$ cat src/rtl/sme_mask_if.sv
// sme_mask request/result bundle: valid/ready handshake, op select,
// input shares and output shares.
interface sme_mask_if #(
  parameter int XLEN = 32,
  parameter int SMAX = 3
);
  logic                       valid;
  logic                       ready;
  logic                       op_mask;
  logic                       op_remask;
  logic                       op_unmask;
  logic [SMAX-1:0][XLEN-1:0]  rs1;
  logic [SMAX-1:0][XLEN-1:0]  rd;

  modport master (
    output valid, op_mask, op_remask, op_unmask, rs1,
    input  ready, rd
  );

  modport slave (
    input  valid, op_mask, op_remask, op_unmask, rs1,
    output ready, rd
  );
endinterface

$ cat src/rtl/sme_mask.sv
// Share-serial mask/remask/unmask unit, one share per cycle.
// Define SME_MASK_ZEROISE_EN to clear all shares on every return to IDLE.
module sme_mask #(
  parameter int XLEN = 32,
  parameter int SMAX = 3
) (
  input  logic                      g_clk,
  input  logic                      g_resetn,
  input  logic [3:0]                smectl_d,
  input  logic [SMAX-1:0][XLEN-1:0] rng,
  input  logic                      flush,
  sme_mask_if.slave                 bus
);

  localparam int IW = $clog2(SMAX);
  localparam int CW = $clog2(SMAX + 1);

  typedef enum logic [1:0] {
    IDLE,
    RUN,
    DONE
  } state_e;

  typedef enum logic [1:0] {
    OP_MASK,
    OP_REMASK,
    OP_UNMASK
  } op_e;

  state_e                    state_q, state_d;
  op_e                       op_q, op_d;
  logic [IW-1:0]             ctr_q, ctr_d;
  logic [CW-1:0]             n_q, n_d;
  logic [SMAX-1:0][XLEN-1:0] s_q, s_d;

  logic [CW-1:0]   n_w;
  op_e             op_w;
  logic            any_op;
  logic            last;
  logic            go_idle;
  logic [XLEN-1:0] rk;
  logic [XLEN-1:0] sk;

  always_comb begin
    if (smectl_d < 4'd2) begin
      n_w = CW'(2);
    end else if (int'(smectl_d) > SMAX) begin
      n_w = CW'(SMAX);
    end else begin
      n_w = CW'(smectl_d);
    end
  end

  // unmask > remask > mask when several op bits are set
  always_comb begin
    op_w = OP_MASK;
    if (bus.op_unmask) begin
      op_w = OP_UNMASK;
    end else if (bus.op_remask) begin
      op_w = OP_REMASK;
    end
  end

  assign any_op = bus.op_mask | bus.op_remask | bus.op_unmask;
  assign last   = (ctr_q == IW'(n_q - CW'(1)));
  assign rk     = rng[ctr_q];
  assign sk     = s_q[ctr_q];

  always_comb begin
    state_d = state_q;
    op_d    = op_q;
    ctr_d   = ctr_q;
    n_d     = n_q;
    s_d     = s_q;
    go_idle = 1'b0;

    unique case (state_q)
      IDLE: begin
        if (bus.valid && any_op) begin
          state_d = RUN;
          op_d    = op_w;
          n_d     = n_w;
          ctr_d   = IW'(1);
          s_d     = '0;
          if (op_w == OP_MASK) begin
            s_d[0] = bus.rs1[0];
          end else begin
            for (int i = 0; i < SMAX; i++) begin
              if (i < int'(n_w)) begin
                s_d[i] = bus.rs1[i];
              end
            end
          end
        end
      end
      RUN: begin
        if (!bus.valid) begin
          go_idle = 1'b1;
        end else begin
          unique case (op_q)
            OP_MASK: begin
              s_d[0]     = s_q[0] ^ rk;
              s_d[ctr_q] = rk;
            end
            OP_REMASK: begin
              s_d[0]     = s_q[0] ^ rk;
              s_d[ctr_q] = sk ^ rk;
            end
            OP_UNMASK: begin
              s_d[0]     = s_q[0] ^ sk;
              s_d[ctr_q] = '0;
            end
            default: begin
            end
          endcase
          if (last) begin
            state_d = DONE;
          end else begin
            ctr_d = ctr_q + IW'(1);
          end
        end
      end
      // ready equals valid here, so DONE always leaves after one cycle
      DONE: begin
        go_idle = 1'b1;
      end
      default: begin
        go_idle = 1'b1;
      end
    endcase

    // flush discards any accept or step taken this cycle
    if (flush) begin
      op_d    = op_q;
      n_d     = n_q;
      s_d     = s_q;
      go_idle = 1'b1;
    end

    if (go_idle) begin
      state_d = IDLE;
      ctr_d   = '0;
`ifdef SME_MASK_ZEROISE_EN
      s_d     = '0;
`else
      s_d     = s_d;
`endif
    end
  end

  always_ff @(posedge g_clk) begin
    if (!g_resetn) begin
      state_q <= IDLE;
      op_q    <= OP_MASK;
      ctr_q   <= '0;
      n_q     <= CW'(2);
      s_q     <= '0;
    end else begin
      state_q <= state_d;
      op_q    <= op_d;
      ctr_q   <= ctr_d;
      n_q     <= n_d;
      s_q     <= s_d;
    end
  end

  assign bus.ready = bus.valid && (state_q == DONE);
  assign bus.rd    = s_q;

endmodule
$ cat src/flat_wrapper.sv
// flat-port wrapper written by rule: the top's interface ports become plain ports
module sme_mask_flat 
#(
  parameter int XLEN = 32,
  parameter int SMAX = 3
)
  (g_clk, g_resetn, smectl_d, rng, flush, bus_valid, bus_op_mask, bus_op_remask, bus_op_unmask, bus_rs1, bus_ready, bus_rd);
  sme_mask_if #(.XLEN(XLEN), .SMAX(SMAX)) bus_i ();
  input  logic g_clk;
  input  logic g_resetn;
  input  logic [3:0] smectl_d;
  input  logic [SMAX-1:0][XLEN-1:0] rng;
  input  logic flush;
  input wire logic [$bits(bus_i.valid)-1:0] bus_valid;
  input wire logic [$bits(bus_i.op_mask)-1:0] bus_op_mask;
  input wire logic [$bits(bus_i.op_remask)-1:0] bus_op_remask;
  input wire logic [$bits(bus_i.op_unmask)-1:0] bus_op_unmask;
  input wire logic [$bits(bus_i.rs1)-1:0] bus_rs1;
  output wire logic [$bits(bus_i.ready)-1:0] bus_ready;
  output wire logic [$bits(bus_i.rd)-1:0] bus_rd;
  assign bus_i.valid = bus_valid;
  assign bus_i.op_mask = bus_op_mask;
  assign bus_i.op_remask = bus_op_remask;
  assign bus_i.op_unmask = bus_op_unmask;
  assign bus_i.rs1 = bus_rs1;
  assign bus_ready = bus_i.ready;
  assign bus_rd = bus_i.rd;
  sme_mask #(.XLEN(XLEN), .SMAX(SMAX)) u_core (.g_clk(g_clk), .g_resetn(g_resetn), .smectl_d(smectl_d), .rng(rng), .flush(flush), .bus(bus_i));
endmodule
$ cat config.mk
export PLATFORM = sky130hd
export DESIGN_NAME = sme_mask_flat
export DESIGN_NICKNAME = d
export VERILOG_FILES = /design/src/rtl/sme_mask_if.sv /design/src/rtl/sme_mask.sv /design/src/flat_wrapper.sv
export SDC_FILE = /design/constraint.sdc
export NUM_CORES = 1
export LEC_CHECK = 0
export ABC_AREA = 1
export BUFFER_PORTS_ARGS = -buffer_cell sky130_fd_sc_hd__buf_2
export CAP_MARGIN = 20
export CORE_MARGIN = 5
export CORE_UTILIZATION = 30
export CTS_CLUSTER_DIAMETER = 60
export CTS_CLUSTER_SIZE = 25
export DETAILED_ROUTE_END_ITERATION = 10
export GPL_TIMING_DRIVEN = 0
export PLACE_DENSITY_LB_ADDON = 0.12
export SYNTH_ARGS = -nofsm -noshare
export SYNTH_HDL_FRONTEND = slang
export SYNTH_SLANG_ARGS = --single-unit
$ cat constraint.sdc
create_clock -name g_clk -period 1.9 [get_ports g_clk]
set_input_delay 0 -clock g_clk [delete_from_list [all_inputs] [get_ports g_clk]]
set_output_delay 0 -clock g_clk [all_outputs]
set_load 0.03 [all_outputs]
==> flow_summary.ini <==
[route]
drc = 0
drt-initial-drc-count = 1894
ant_nets = 0
vias_per_cell = 5.275
wire_per_inst_um = 20.89
finalWirelength_um = 70640
vias = 17840
first_pass_iters = 8

[cells_and_area]
n_antenna_cell = 0
nets = 3068
layout_common_cells = nand2_1 (1,163), buf_2 (312), nand3_1 (277), a21oi_1 (238), inv_1 (184)
synthToLayoutAreaGrowth_pct = 44.44
postLayoutCoreUtil_pct = 43.96
finalInstanceArea_um2 = 17030
fill_cells = 4344
drive_gt1_share_pct = 23.04
final_common_cell = nand2_1

[global_routing]
globalRouteOverflowTotal = 0
grt_max_degree = 17
grt_pass1_vias = 16260
groute.usage.overall_pct = 30.42
grt_pass1_wl_um = 101500
antenna_found_initial = 1

[synthesis]
synth_area_um2 = 11790
avgSynthCellArea_um2 = 4.880
yosys_warnings = 0
synth_cell_types = 25
synth-seq-cells = 104
ys_seq_area_share_pct = 17.66
synthCells = 2416
syn_nets = 2625

[clock_tree]
clk_pin_slew_worst_paths_ps = 80
cts.sinks = 104
h-tree-depth = 3
root_buffer = clkbuf_16
clock_latency_ps = 400
cts_tree = done
cts_buffers = 9
clockBufferDepth = 2

[sta]
fin_ws_ps = -131.1
setup_violations = 87
period_share_pct = 106.9
slew_violations = 0
maxSlewHeadroom_pct = 40.44
fmax_ghz = 0.4923
hold_viol = 0
skew_ps = 17.69
min_period_ps = 2031
worstMarginPinSlew_ps = 893.3
grt_setup_unrepaired = true

[critical_path]
start_kind = flip-flop
crit_buf_inv = 5
worst_path_most_repeated_cell = buf_12
crit_path_max_fanout = 10
crit_family = buffers and inverters
cpPeakStageDelay_ps = 390
cpMaxStageDelayCell = ha_4
crit_required_ps = 2190
arrival_ps = 2320
criticalPathCategory = reg -> reg
end_kind = flip-flop
worstPathCellList = inv_2 -> ha_4 -> inv_2 -> nand2_1 -> o21ai_4 -> buf_12 -> buf_12 -> buf_12 -> a21oi_1 -> a21oi_1

[floorplan]
dieArea_um2 = 43360
dieWidth_um = 208.2
fp.coreArea_um2 = 38740
initial_core_util_pct = 30.44
num_rows = 72
die_y_um = 208.2
io_pins = 300

[place]
dpl-instance-area_um2 = 13950
hpwlAfterDp_um = 49510
port_buffers = 299
place_congestion = 1.019

[status]
violations = setup timing
status = finished with violations

[flow_run]
maxCapViolCount = 0

[hold_path]
hold_path_class = in -> reg

[pwr]
p_leak_nw = 9.089
powerDensity_nw_per_um2 = 484.5
vdd_drop_max_mv = 0.4856
==> worst min-delay path: stages <==
cell	delay, ps
buf_2	90
or2_2	100
inv_1	40
nand3_1	50
o21ai_0	70
==> layout make-up <==
| type | instances | area, µm² | area share, % |
|---|---|---|---|
| plain buffers | 145 | 1421 | 8.346 |
| repair buffers | 434 | 3087 | 18.13 |
| clock buffers | 12 | 256.5 | 1.506 |
| multi-input cells | 1945 | 8642 | 50.75 |
| well taps | 518 | 648.1 | 3.806 |
| inverters | 220 | 855.8 | 5.025 |
| clock inverters | 4 | 28.78 | 0.1690 |
| flip-flops and latches | 104 | 2091 | 12.28 |
==> cell families after synthesis <==
kind of cell             after synthesis  synth area share [%]
AND/OR/NAND/NOR                     1604                 54.82
buffers and inverters                367                 12.48
AO/OA/AOI/OAI                        334                 14.33
flip-flops                           104                 17.66
adder cells (fa/ha/maj)                6                0.6367
XOR/XNOR                               1               0.07430
==> path summary, 6_finish.rpt <==
kind | start | end | slack (ps) | depth (start not counted)
max reg2reg | u_core.op_q[0]$_SDFFE_PN0P_ | u_core.bus.rd[86]$_SDFFE_PN0P_ | -130 | 10
min reg2reg | u_core.n_q[0]$_SDFFE_PN0P_ | u_core.n_q[0]$_SDFFE_PN0P_ | 490 | 2
min | bus_op_unmask | u_core.op_q[0]$_SDFFE_PN0P_ | 20 | 5
max | u_core.op_q[0]$_SDFFE_PN0P_ | u_core.bus.rd[86]$_SDFFE_PN0P_ | -130 | 10
==> state kept, by name, indices dropped and copies added (netlist names) <==
name	flops
u_core.bus.rd	96
u_core.ctr_q	2
u_core.n_q	2
u_core.op_q	2
u_core.state_q	2
==> power breakdown <==
part           leakage [nW]  switching, W  internal, W
clock                 0.135       0.00114     0.000970
combinational          8.10       0.00231      0.00129
sequential            0.855      0.000212      0.00233
total                  9.09       0.00366      0.00459
==> cell usage after synthesis <==
cell      instances  share of area (%)
nor3_1            2              0.085
and2_1            1              0.053
buf_4             3               0.19
nor2_2           21                1.1
buf_1            23               0.73
a211oi_1          1              0.064
nand4_1           2               0.11
nand2_1        1191                 38
xnor2_1           1              0.074
buf_2            48                2.0
ha_1              6               0.64
inv_1           192                6.1
inv_2            28               0.89
or2_2             2               0.11
a21oi_1         284                 12
o21ai_1           2              0.085
clkbuf_1         70                2.2
buf_6             3               0.29
nor2_4            3               0.29
nor2_1          100                3.2
dfxtp_1         104                 18
nand3_1         282                 12
o21ai_2           3               0.22
o21ai_0          43                1.8
a211o_1           1              0.074
==> layer usage <==
metal  routed length (µm)  track usage [%]
met2                31240            48.39
met5                    7                0
met1                29460            41.28
met4                 3002            11.57
met3                 6938            5.182
==> through the flow <==
stage | worst slack (ps) | power, W | setup TNS [ps] | hold slack [ps] | instances
final | -131.1 | 0.008251 | -5823 | 16.63 | 3382
after global routing | -188.6 | 0.008603 | -12690 | 41.35 | 3382
after floorplan | -14.21 | 0.004368 | -280.8 | 138.7 | 2416
after detailed placement | -1261 | 0.005519 | -98040 | 291.8 | 3233
after global placement | -1275 | 0.005497 | -95230 | 280.9 | 3233
after CTS | -125.3 | 0.007999 | -5429 | 15.88 | 3361
==> what timing repair did <==
action | in CTS | in global routing
hold buffers | 77 | 0
gates cloned | 8 | 4
endpoints found under the hold margin | 79 | 0
setup endpoints to repair | 99 | 97
pin swaps | 19 | 43
buffers inserted | 29 | 19
gates resized for setup | 259 | 170
(Power assumes the default switching activity.)
